**config.mk**
```make
export PLATFORM = sky130hd
export DESIGN_NAME = reg_alu_transfer_unit
export DESIGN_NICKNAME = d
export VERILOG_FILES = /design/src/rtl/reg_alu_transfer_unit_pkg.sv /design/src/rtl/reg_alu_transfer_unit_alu4.sv /design/src/rtl/reg_alu_transfer_unit.sv
export SDC_FILE = /design/constraint.sdc
export NUM_CORES = 1
export LEC_CHECK = 0
export ABC_AREA = 1
export CORE_UTILIZATION = 60
export CTS_CLUSTER_SIZE = 16
export DETAILED_ROUTE_END_ITERATION = 7
export DONT_BUFFER_PORTS = 1
export GPL_TIMING_DRIVEN = 0
export PLACE_DENSITY = 0.76
export SLEW_MARGIN = 30
export SYNTH_ARGS = -nofsm -noshare
export SYNTH_HDL_FRONTEND = slang
export SYNTH_SLANG_ARGS = --single-unit
```
**constraint.sdc**
```tcl
create_clock -name clk -period 2.1 [get_ports clk]
set_input_delay 0.21 -clock clk [delete_from_list [all_inputs] [get_ports clk]]
set_output_delay 0.21 -clock clk [all_outputs]
set_load 0.02 [all_outputs]
```
**src/rtl/reg_alu_transfer_unit_pkg.sv**
```systemverilog
// reg_alu_transfer_unit_pkg: shared width, ALU op, source-select and mode encodings
package reg_alu_transfer_unit_pkg;
  localparam int WIDTH = 4;
  typedef enum logic [1:0] {OP_ADD = 2'b00, OP_SUB = 2'b01, OP_AND = 2'b10, OP_OR = 2'b11} alu_op_e;
  typedef enum logic [1:0] {SRC_A = 2'b00, SRC_B = 2'b01, SRC_C = 2'b10, SRC_ZERO = 2'b11} src_e;
  typedef enum logic {MODE_ALU = 1'b0, MODE_TRANS = 1'b1} mode_e;
endpackage

```
**src/rtl/reg_alu_transfer_unit_alu4.sv**
```systemverilog
// alu4: combinational add/sub/and/or, results wrap modulo 2^W
module alu4
  import reg_alu_transfer_unit_pkg::*;
#(
  parameter int W = WIDTH
) (
  input  logic [W-1:0] a,
  input  logic [W-1:0] b,
  input  alu_op_e      op,
  output logic [W-1:0] res
);
  always_comb res = op == OP_ADD ? a + b : op == OP_SUB ? a - b : op == OP_AND ? a & b : a | b;
endmodule

```
**src/rtl/reg_alu_transfer_unit.sv**
```systemverilog
// reg_alu_transfer_unit: three button-driven registers with ALU count/capture and transfer modes
module reg_alu_transfer_unit
  import reg_alu_transfer_unit_pkg::*;
#(
  parameter int WIDTH = reg_alu_transfer_unit_pkg::WIDTH
) (
  input  logic             clk,
  input  logic             rst_n,
  input  logic [3:0]       BTN_Y,
  input  logic [15:0]      SW,
  output logic [WIDTH-1:0] debug_A,
  output logic [WIDTH-1:0] debug_B,
  output logic [WIDTH-1:0] debug_C,
  output logic [WIDTH-1:0] debug_res
);
  logic [WIDTH-1:0] a, b, c, a_nx, b_nx, c_nx, src, res;
  logic [2:0] btn_q, btn_prev, held, press;
  logic unused;
  mode_e mode;
  src_e sel;
  assign unused = ^{BTN_Y[3], SW[14:6]};
  assign mode = mode_e'(SW[15]);
  assign sel = src_e'(SW[5:4]);
  alu4 #(.W(WIDTH)) u_alu (.a(a), .b(b), .op(alu_op_e'(SW[3:2])), .res(res));
  // held masks a button that stayed high through reset until it is seen released
  assign press = btn_q & ~btn_prev & ~held;
  always_comb begin
    src = sel == SRC_A ? a : sel == SRC_B ? b : sel == SRC_C ? c : '0;
    a_nx = mode == MODE_TRANS ? src : SW[0] ? a - 1'b1 : a + 1'b1;
    b_nx = mode == MODE_TRANS ? src : SW[1] ? b - 1'b1 : b + 1'b1;
    c_nx = mode == MODE_TRANS ? src : res;
  end
  always_ff @(posedge clk or negedge rst_n) begin
    if (!rst_n) begin
      a <= '0;
      b <= '0;
      c <= '0;
      btn_q <= '0;
      btn_prev <= '0;
      held <= '1;
    end else begin
      btn_q <= BTN_Y[2:0];
      btn_prev <= btn_q;
      held <= held & BTN_Y[2:0];
      if (press[0]) a <= a_nx;
      if (press[1]) b <= b_nx;
      if (press[2]) c <= c_nx;
    end
  end
  assign debug_A = a;
  assign debug_B = b;
  assign debug_C = c;
  assign debug_res = res;
endmodule

```
# == After elaboration in Yosys (flattened, before gate mapping) ==
# Cells that the tools add are included.
# op_classes
addsub,6
eq_ne,4
mux,11
bitwise_logic,7
n_reduce_logical,2
# op_table
op,count
2-to-1 mux 4 bit,11
bitwise AND 3 bit,3
adder 4 x 1 -> 4 bit (second input constant),2
subtractor 4 x 1 -> 4 bit (second input constant),2
inverter 3 bit,2
adder 4 bit,1
bitwise AND 4 bit,1
== test 2 x 1 -> 1 bit (second input constant),2
== test 2 bit (second input constant),2
logical NOT 2 bit,2
OR 4 bit,1
subtractor 4 bit,1
# word_totals
regBits,21
output_inout_bits,16
word_cells,36

# == Longest topological paths before layout ==
# depth
depth_word,5
mapped_depth,12

# == Cells and area by module ==
# A second synthesis with hierarchy kept.
# unflattened
hier_cells,206
hier_area_um2,1586.5
# modules_own_cells
module,instances,cells_per_inst,area_each_um2
reg_alu_transfer_unit,1,142,1164.9
alu4,1,64,421.7

# == Worst setup path after synthesis ==
# No wires, ideal clock.
# synth_timing
path_kind,flip-flop to flip-flop
from,"register a[0], in the netlist debug_A[0]"
to,"register c[1], in the netlist debug_C[1]"
setup_time_ps,73
arrival_time_ps,1941
required_time_ps,2027
setup_slack_ps,86
path_stages_with_launch,9
path_buffers,0
period_less_slack_ps,2014
path_cell_list,dfrtp_1 inv_1 ha_1 fa_1 a21oi_1 a21oi_1 a22oi_2 nand2_2 a2bb2oi_2
# synth_via
elab_chain_len,4
# synth_lines
element,line,source
"start, declared",reg_alu_transfer_unit.sv:16,"logic [WIDTH-1:0] a, b, c, a_nx, b_nx, c_nx, src, res;"
"start signal, assigned",reg_alu_transfer_unit.sv:45,if (press[0]) a <= a_nx;
subtractor 4 bit,reg_alu_transfer_unit_alu4.sv:12,always_comb res = op == OP_ADD ? a + b : op == OP_SUB ? a - b : op == OP_AND ? a & b : a | b;
2-to-1 mux 4 bit,reg_alu_transfer_unit_alu4.sv:12,
2-to-1 mux 4 bit (*),reg_alu_transfer_unit_alu4.sv:12,
via debug_res[1],reg_alu_transfer_unit.sv:14,output logic [WIDTH-1:0] debug_res
2-to-1 mux 4 bit (*),reg_alu_transfer_unit.sv:31,c_nx = mode == MODE_TRANS ? src : res;
"end signal, assigned",reg_alu_transfer_unit.sv:47,if (press[2]) c <= c_nx;
"end, declared",reg_alu_transfer_unit.sv:16,
# The timed path passes the listed nets; every way through them passes the cells marked *.
# A chain may end at the register's enable or synchronous reset.

# == Worst setup path after layout ==
# layout_timing
from,"register a[0], in the netlist debug_A[0]"
to,output debug_res[2]
# layout_via
elab_chain_len,3
# layout_lines
element,line
subtractor 4 bit,reg_alu_transfer_unit_alu4.sv:12
2-to-1 mux 4 bit,reg_alu_transfer_unit_alu4.sv:12
2-to-1 mux 4 bit (*),reg_alu_transfer_unit_alu4.sv:12
"end, declared",reg_alu_transfer_unit.sv:14
# Mark *: on every way between the ends. The rest lies on a longest branch, timed or not.

==> run metrics <==
Clk Latency, worst-skew pair 0.30 ns; leak pwr 0.000820 uW; routability cong. 0.912; Synthesized Nets 221; R2R depth 8; Least-Margin Pin Slew 0.448 ns; CTS Buf Count 3; critical path startpoint debug_A[0]; number of global-route vias before repair 1,118; std cell rows 17; setup ws final -0.148 ns; nature of the critical path startpoint flip-flop; Worst IR Drop VDD 890 uV; GRT Overall Usage 25.9%; slowest CP cell dfrtp_2; Worst-path clk slew 0.12 ns; root buf cell clkbuf_4; clock sinks 21; DP Wirelength 2510 um; initial core utilization 65.6%; Hold Startpoint SW[0]; Post-Place Worst Slack -0.159 ns; pin count of the biggest net entering global routing 22; fin nets 232; Die Footprint 0.00269 mm2; period utilization 107%; Die H 51.9 um; Final Hold Fails 0; initial antenna violation count 0; First-pass DRT Iterations 4; Worst setup EP type primary output; drt wl/cell 14.7 um; min cycle time layout 2.25 ns; Ports 38; most common cell after layout, fill and taps aside nand2_1; CTS tree built; final setup TNS -0.287 ns; RSZ-0062 raised after global routing yes; DRC 0; Final setup viols 2; post-route antenna net violation count 0; WHS Path Cells 3; # diodes 0; worst hold slack 0.220 ns; Yosys reg bits 21; cell-by-cell trace of the critical path inv_4, ha_4, fa_2, xnor2_1, o221ai_1, nand2_1, inv_2; Routed Wire Length 3210 um; CP required 1.89 ns; Die W 51.9 um; synthesized cell area 0.00149 mm2; Pwr Density 933 mW/mm2; initial drt markers 39; status finished, violations left; fmax 445 MHz; Crit path largest cell delay 0.54 ns; htree depth 1; P&R area growth vs syn 12.1%; CORE AREA 0.00228 mm2; GR Overflow Total 0; Slew headroom 70.1%; Seq/Total Area, Yosys 35.5%; PnR Total Power 1560 uW; critical path fanouts, max 5; Final Max Tran Viols 0; Layout fillers 168; DR vias/cell 5.70; layout cells sized above 1 20.5%; max cap viols 0; IO buf count 0; flop-to-flop setup slack 0.08 ns; yosys warns 0; Worst Skew 0.00377 ns; worst r2r dst debug_C[1]; violated checks setup timing; post-synthesis area per instance 8.29 um2; first-pass GRT wire length 5060 um; Synth cell types 28; crit path kind flip-flop to primary output; commonest non-fill, non-tap cells in the layout nand2_1, inv_1, nand3_1; via count 1,243; clock buffer depth 2; critical path arrival 2.04 ns; FF-to-FF Start debug_A[0]; cells after synthesis 180; worst hold path type input pin to flip-flop; Hold Crit Endpoint debug_A[3]
-- worst max-delay path by stage --
stage | cells after the start | slack [ns] | endpoint
3_3_place_gp | 8 | -0.12 | debug_C[1]
4_1_cts | 7 | -0.17 | debug_res[2]
5_1_grt | 7 | -0.21 | debug_res[2]
6_report | 7 | -0.15 | debug_res[2]
3_5_place_dp | 8 | -0.16 | debug_C[1]
2_1_floorplan | 8 | 0.09 | debug_C[1]
-- metrics by stage --
stage / util (%) / cells / instance area (um2)
3_5_place_dp: 67.1 / 208 / 1530
2_1_floorplan: - / 180 / 1490
6_report: 73.5 / 218 / 1670
5_1_grt: 73.5 / 218 / 1670
4_1_cts: 71.8 / 217 / 1630
3_3_place_gp: 67.1 / 208 / 1530
-- kinds of logic after synthesis --
| family | Yosys count | synth area share (%) |
|---|---|---|
| xor+xnor | 6 | 3.52 |
| flops | 21 | 35.5 |
| compound gates | 35 | 15.0 |
| buf+inv | 32 | 8.05 |
| simple gates | 67 | 20.0 |
| fa+ha+maj | 19 | 17.9 |
-- flip-flops by register name, summed over array words and instances, names as in the netlist --
register  flops
btn_prev      3
btn_q         3
debug_A       4
debug_B       4
debug_C       4
held          3
-- power breakdown --
part           internal [uW]  switching (uW)
Clock                   70.8             124
Combinational            299             421
Sequential               469             176
-- critical path, delay by kind of cell, from the launching register on --
kind | cells | cell delay [ns]
adder cells (fa/ha/maj) | 2 | 0.55
flip-flops | 1 | 0.54
AO/OA/AOI/OAI | 1 | 0.22
buffers and inverters | 2 | 0.18
XOR/XNOR | 1 | 0.14
AND/OR/NAND/NOR | 1 | 0.12
-- layout make-up --
| class | count | area (um2) | area share, % |
|---|---|---|---|
| Inverter | 31 | 121 | 7.26 |
| Timing Repair Buffer | 6 | 52.6 | 3.14 |
| Clock inverter | 1 | 5.00 | 0.299 |
| Sequential cell | 21 | 537 | 32.1 |
| Buffer | 1 | 3.75 | 0.224 |
| Multi-Input combinational cell | 127 | 896 | 53.6 |
| Clock buffer | 3 | 22.5 | 1.35 |
| Tap cell | 28 | 35.0 | 2.09 |
-- cells in the mapped netlist --
cell / instances / area, um2
dfrtp_1: 18 / 450
xor2_1: 3 / 26.3
nor3b_1: 2 / 15.0
inv_2: 3 / 11.3
dfstp_2: 3 / 78.8
a22oi_1: 4 / 30.0
nor3_2: 1 / 10.0
nand3_1: 17 / 85.1
o311ai_1: 1 / 8.76
or2_0: 1 / 6.26
clkbuf_1: 1 / 3.75
inv_1: 28 / 105
xnor2_1: 3 / 26.3
ha_1: 15 / 188
a211oi_1: 2 / 15.0
o21ai_0: 5 / 25.0
or2_2: 2 / 12.5
o221ai_1: 1 / 8.76
a22o_2: 1 / 10.0
a22oi_2: 1 / 12.5
o21ai_1: 2 / 10.0
a2bb2oi_2: 1 / 15.0
a21oi_1: 16 / 80.1
nor2_1: 8 / 30.0
fa_1: 4 / 80.1
a2bb2oi_1: 1 / 8.76
nand2_2: 2 / 12.5
nand2_1: 34 / 128
-- metal layers --
| metal | part of all wire [%] | vias up | track usage (%) | wire [um] |
|---|---|---|---|---|
| met5 | 0 | - | 0 | 0 |
| li1 | - | 612 | - | - |
| met3 | 7.6 | 0 | 7.02 | 244 |
| met1 | 45 | 579 | 36.2 | 1440 |
| met2 | 48 | 52 | 40.4 | 1540 |
| met4 | 0 | 0 | 4.50 | 0 |
-- repair_timing --
action,4_1_cts,5_1_grt
hold buffers,4,1
setup buffers,1,0
hold endpoints to repair,27,18
endpoints found under the setup margin,5,4
gates cloned,0,0
pin swaps,1,4
gates resized for setup,16,8
(Power assumes the default switching activity.)
